<file path="src/rtl/fp32_align_iter.sv">
`default_nettype none
// ============================================================================
//  Module   : fp32_align_iter
//  Purpose  : Iterative FP32 pre-add alignment. Unpacks two operands, orders
//             them by magnitude and shifts the smaller mantissa right one bit
//             per clock until both share the larger exponent.
//  Revision : 1.0 - initial release
// ============================================================================
module fp32_align_iter #(
    parameter int unsigned MAX_SHIFT = 24
) (
    input  logic        clk,
    input  logic        rst_n,
    input  logic        in_valid_i,
    output logic        in_ready_o,
    input  logic [31:0] a_i,
    input  logic [31:0] b_i,
    output logic        out_valid_o,
    input  logic        out_ready_i,
    output logic [23:0] man_big_o,
    output logic [23:0] man_small_o,
    output logic [7:0]  exp_base_o,
    output logic        sign_big_o,
    output logic        sign_small_o,
    output logic        swap_o,
    output logic        sticky_o,
    output logic        special_o
);

    localparam logic [7:0] C_MAX_SHIFT = 8'(MAX_SHIFT);

    typedef enum logic [1:0] {
        S_IDLE  = 2'd0,
        S_ALIGN = 2'd1,
        S_DONE  = 2'd2
    } state_t;

    state_t      state_q, state_d;
    logic [7:0]  count_q, count_d;
    logic [23:0] man_big_q, man_big_d;
    logic [23:0] man_small_q, man_small_d;
    logic [7:0]  exp_base_q, exp_base_d;
    logic        sign_big_q, sign_big_d;
    logic        sign_small_q, sign_small_d;
    logic        swap_q, swap_d;
    logic        sticky_q, sticky_d;
    logic        special_q, special_d;

    logic [7:0]  w_exp_a, w_exp_b;
    logic [23:0] w_man_a, w_man_b;
    logic        w_a_big;
    logic [7:0]  w_exp_big, w_exp_small;
    logic [23:0] w_man_big, w_man_small;
    logic [7:0]  w_diff;
    logic        w_special;

    // Unpack both operands (denormals flush to zero) and order by magnitude.
    always_comb begin
        w_exp_a     = a_i[30:23];
        w_exp_b     = b_i[30:23];
        w_man_a     = (w_exp_a == 8'd0) ? 24'd0 : {1'b1, a_i[22:0]};
        w_man_b     = (w_exp_b == 8'd0) ? 24'd0 : {1'b1, b_i[22:0]};
        w_a_big     = (w_exp_a > w_exp_b) ||
                      ((w_exp_a == w_exp_b) && (a_i[22:0] >= b_i[22:0]));
        w_exp_big   = w_a_big ? w_exp_a : w_exp_b;
        w_exp_small = w_a_big ? w_exp_b : w_exp_a;
        w_man_big   = w_a_big ? w_man_a : w_man_b;
        w_man_small = w_a_big ? w_man_b : w_man_a;
        w_diff      = w_exp_big - w_exp_small;
        w_special   = (&w_exp_a) | (&w_exp_b);
    end

    // Next-state and datapath update for the IDLE -> ALIGN -> DONE sequence.
    always_comb begin
        state_d      = state_q;
        count_d      = count_q;
        man_big_d    = man_big_q;
        man_small_d  = man_small_q;
        exp_base_d   = exp_base_q;
        sign_big_d   = sign_big_q;
        sign_small_d = sign_small_q;
        swap_d       = swap_q;
        sticky_d     = sticky_q;
        special_d    = special_q;

        case (state_q)
            S_IDLE: begin
                if (in_valid_i) begin
                    man_big_d    = w_man_big;
                    man_small_d  = w_man_small;
                    exp_base_d   = w_exp_big;
                    sign_big_d   = w_a_big ? a_i[31] : b_i[31];
                    sign_small_d = w_a_big ? b_i[31] : a_i[31];
                    swap_d       = ~w_a_big;
                    special_d    = w_special;
                    sticky_d     = 1'b0;
                    count_d      = w_diff;
                    if (w_special || (w_diff == 8'd0)) begin
                        state_d = S_DONE;
                    end else if (w_diff >= C_MAX_SHIFT) begin
                        // Everything would be shifted out: flush in one step.
                        man_small_d = 24'd0;
                        sticky_d    = |w_man_small;
                        state_d     = S_DONE;
                    end else begin
                        state_d = S_ALIGN;
                    end
                end
            end
            S_ALIGN: begin
                man_small_d = man_small_q >> 1;
                sticky_d    = sticky_q | man_small_q[0];
                count_d     = count_q - 8'd1;
                if (count_q == 8'd1) begin
                    state_d = S_DONE;
                end
            end
            S_DONE: begin
                if (out_ready_i) begin
                    state_d = S_IDLE;
                end
            end
            default: begin
                state_d = S_IDLE;
            end
        endcase
    end

    // State and output registers; reset discards any operation in flight.
    always_ff @(posedge clk or negedge rst_n) begin
        if (!rst_n) begin
            state_q      <= S_IDLE;
            count_q      <= 8'd0;
            man_big_q    <= 24'd0;
            man_small_q  <= 24'd0;
            exp_base_q   <= 8'd0;
            sign_big_q   <= 1'b0;
            sign_small_q <= 1'b0;
            swap_q       <= 1'b0;
            sticky_q     <= 1'b0;
            special_q    <= 1'b0;
        end else begin
            state_q      <= state_d;
            count_q      <= count_d;
            man_big_q    <= man_big_d;
            man_small_q  <= man_small_d;
            exp_base_q   <= exp_base_d;
            sign_big_q   <= sign_big_d;
            sign_small_q <= sign_small_d;
            swap_q       <= swap_d;
            sticky_q     <= sticky_d;
            special_q    <= special_d;
        end
    end

    assign in_ready_o   = (state_q == S_IDLE);
    assign out_valid_o  = (state_q == S_DONE);
    assign man_big_o    = man_big_q;
    assign man_small_o  = man_small_q;
    assign exp_base_o   = exp_base_q;
    assign sign_big_o   = sign_big_q;
    assign sign_small_o = sign_small_q;
    assign swap_o       = swap_q;
    assign sticky_o     = sticky_q;
    assign special_o    = special_q;

endmodule
`default_nettype wire

</file>
<file path="config.mk">
export PLATFORM = sky130hd
export DESIGN_NAME = fp32_align_iter
export DESIGN_NICKNAME = d
export VERILOG_FILES = /design/src/rtl/fp32_align_iter.sv
export SDC_FILE = /design/constraint.sdc
export NUM_CORES = 1
export LEC_CHECK = 0
export ABC_AREA = 0
export CAP_MARGIN = 20
export CORE_ASPECT_RATIO = 0.8
export CORE_MARGIN = 2
export CORE_UTILIZATION = 49
export CTS_BUF_LIST = sky130_fd_sc_hd__clkbuf_16
export CTS_CLUSTER_SIZE = 10
export DETAILED_ROUTE_END_ITERATION = 8
export DONT_BUFFER_PORTS = 1
export PLACE_DENSITY = 0.7
export SETUP_SLACK_MARGIN = 0.2
export SYNTH_ARGS = -nofsm -noshare
export SYNTH_HDL_FRONTEND = slang
export SYNTH_SLANG_ARGS = --single-unit
</file>
<file path="constraint.sdc">
create_clock -name clk -period 4.2 [get_ports clk]
set_input_delay 0.84 -clock clk [delete_from_list [all_inputs] [get_ports clk]]
set_output_delay 0.84 -clock clk [all_outputs]
set_load 0.02 [all_outputs]
</file>
==> results of run 1 <==
layout by cell type (no fill, tap or decap), types with 5 or more instances in the layout:
master     count
dfrtp_1       71
inv_1         60
a21oi_1       37
ha_1          33
nor2_1        30
nand2_1       30
and3_1        24
a22oi_1       24
a222oi_1      22
buf_4         20
o21ai_0       18
o31ai_2       17
nand4_1        9
clkbuf_16      9
mux2i_1        8
nand3_1        7
nor4_1         7
a211oi_1       6
o31ai_1        6
a31oi_1        5
xnor2_1        5
how the worst max path moves through the flow:
stage,cells past startpoint,to,slack [ns],from
after floorplan,16,man_small_o[15],0.32,b_i[26]
after global placement,14,state_q[1],0.13,b_i[10]
after detailed placement,14,state_q[1],0.05,b_i[30]
after CTS,14,state_q[1],0.40,b_i[30]
after global routing,14,state_q[1],0.23,b_i[30]
final,13,state_q[1],0.36,b_i[13]
registers in the layout, summed over array words and instances, names as in the netlist, 2 cells and up:
register and count:
count_q 8, man_small_o 24, man_big_o 24, exp_base_o 8
state_q 2
power groups by stage:
stage	registers, mW	logic, mW	clock network, mW
floorplan	0.697	0.224	0
global placement	0.697	0.304	0
detailed placement	0.697	0.308	0
CTS	0.684	0.310	0.781
global route	0.684	0.351	0.807
finish	0.684	0.323	0.770
layout make-up:
cell class,count,area [um2]
repair buffers,21,170
flip-flops and latches,71,1780
fillers,852,4270
well taps,136,170
multi-input cells,359,2740
inverters,60,225
clock buffers,9,225
clock inverters,7,71.3
through the flow:
stage	hold WS [ns]	power, mW
after floorplan	0.479	0.921
after global placement	0.504	1.00
after CTS	0.188	1.78
after global routing	0.180	1.84
final	0.196	1.78
after detailed placement	0.506	1.00
kinds of logic after synthesis:
group	Yosys count
and+or+nand+nor	132
AOI/OAI and AO/OA	180
xor gates and xnor gates	6
buffers and inverters	94
muxes	8
DFF	71
adders and majority gates	33
per-layer routing:
metal	routed length [um]	GRT usage, %	vias to the layer above
li1	-	-	1976
met2	5850	35.9	238
met5	0	0	-
met4	278	6.73	0
met3	1610	8.49	24
met1	6070	38.4	2092
repair_timing:
item                       4_1_cts  5_1_grt
resized for setup                0        6
hold buffers                     0        0
setup endpoints to repair        0       27
==> key figures, run 1 <==
Status
  • Outcome: complete, no violations

Worst setup path
  • Critical Path Slowest Stage Cell: or4_1
  • Worst path max stage delay: 0.60 ns
  • Crit path max fanout: 3
  • Crit-path cells: inv_1 -> ha_1 -> nand4_1 -> nor4_2 -> a2111oi_4 -> o2111a_1 -> o21ai_0 -> a22oi_1 -> a311o_1 -> o211ai_1 -> xor2_2 -> or4_1 -> a21o_1
  • R2R Setup Slk: 1.67 ns
  • Reg-to-Reg Start: state_q[1]
  • R2R Path End: man_small_o[8]
  • CP bufs+invs: 1
  • Top Family by Delay on Critical Path: compound AO/OA/AOI/OAI gates
  • Critical path class: input port to register
  • Crit path DAT: 4.07 ns
  • Worst EP required: 4.43 ns
  • Critical Path Source Type: input port
  • Critical path capture point type: register
  • FF-to-FF path depth: 5

Place
  • RD Place Congestion: 0.993
  • PortBufs: 0
  • DP Cell Count: 647
  • DP Area: 0.00503 mm2
  • Detail Placement HPWL: 10100 um
  • Placement Setup Slack: 0.0457 ns

Synth
  • Cell taking the most area after synthesis: dfrtp_1
  • Synth Area in Simple Gates: 14.3%
  • Post-Syn Area per Cell: 9.26 um2
  • Fraction of registers with async set/reset: 100%
  • Top FF cell, synth: dfrtp_1
  • Mapped Cells: 524
  • Distinct cell type count after synthesis: 67
  • #FFs+latches synth: 71
  • Syn_nets: 625
  • Post-Syn Area: 0.00485 mm2
  • Ranking of synthesized cells by area: dfrtp_1 37%, ha_1 8.5%, inv_1 4.6%
  • Most numerous cell in the Yosys netlist: dfrtp_1
  • Main combinational cell family by area after synthesis: compound AO/OA/AOI/OAI gates
  • Post-Synth Adder-Cell Area: 8.51%
  • EDFF count, synth: 0
  • Top-area cell type share of the netlist area: 36.6%
  • Multiplexer share of the synthesized area: 1.65%
  • Commonest cells in the netlist: 71 x dfrtp_1, 60 x inv_1, 37 x a21oi_1, 33 x ha_1, 31 x nand2_1
  • Yosys synthesis warning count: 0
  • Register area share after synthesis: 36.6%
  • Synth Area in Compound Gates: 29.7%
  • Xor and xnor area share after synthesis: 1.08%

Floorplan
  • Die Y: 93.0 um
  • # rows: 32
  • Core Area: 0.00965 mm2
  • Initial Util: 50.3%
  • Die Area: 0.0107 mm2
  • Die width: 115 um
  • I/O pins: 131

Power
  • PD cells: 330 mW/mm2
  • Leak Pwr: 2.69 nW
  • Sequential Power Share: 38.5%
  • Comb pwr share: 18.2%
  • Sw frac: 28.3%
  • Cell-internal power: 1.27 mW
  • Clock share of power: 43.3%
  • VDD IR-drop max: 0.209 mV
  • Switching power: 0.502 mW

Clock network
  • Clock Sinks: 71
  • Num CTS Buffers: 9
  • Clock buffer depth: 2
  • Clock latency on the worst-skew pair: 0.34 ns
  • Root buf cell: clkbuf_16
  • Post-CTS Repair Setup Buffers: 0
  • CTS clk-pin slew, worst paths: 0.06 ns
  • CTS tree: built
  • Htree depth: 3

STA
  • Count of final max-slew check failures: 0
  • Peak Freq: 0.260 GHz
  • Final hold vios: 0
  • Final period utilization: 91.5%
  • Final setup vio count: 0
  • Unrepaired setup endpoints after global routing: no
  • Worst-Margin Slew: 1.01 ns
  • Slew Limit Headroom: 32.5%
  • Final worst slack: 0.357 ns
  • Tmin final: 3.84 ns
  • Fin Clk Skew: 0.00618 ns
  • Post-route setup TNS: 0 ns

Drt
  • DR pass1 iterations: 6
  • Vias/cell: 6.53
  • DRT iter0 DRCs: 557
  • Drt drc: 0
  • WL/cell: 20.8 um
  • Antenna Nets Post-Route: 0
  • Post-Route WL: 13800 um
  • Vias: 4330

Global route
  • First-pass GRT wire length: 21300 um
  • Via count of the first global-routing pass: 3919
  • Largest net degree at the start of global routing: 94
  • Initial antenna violation count: 0
  • Grt ovf: 0
  • GRT Total Usage: 25.8%

Cells and area
  • Cell Count, Final, Fillers Out: 663
  • Synthesis-to-finish area growth: 10.9%
  • Fin area: 0.00538 mm2
  • Fin nets: 623
  • Layout cells sized above 1: 13.7%
  • Utilization of the core after routing: 55.7%
  • Diodes inserted: 0

Min path
  • Min-delay worst type: input port to asynchronous set/reset pin

Flow run
  • Max-cap violations: 0
(Power assumes the default switching activity.)
==> run 2: changes to the inputs <==
--- a/config.mk
+++ b/config.mk
@@ -6,7 +6,6 @@
 export NUM_CORES = 1
 export LEC_CHECK = 0
 export ABC_AREA = 0
-export CAP_MARGIN = 20
 export CORE_ASPECT_RATIO = 0.8
 export CORE_MARGIN = 2
 export CORE_UTILIZATION = 49
==> results of run 2 <==
Same layout as run 1: the final DEF is identical, and so are final timing and power.
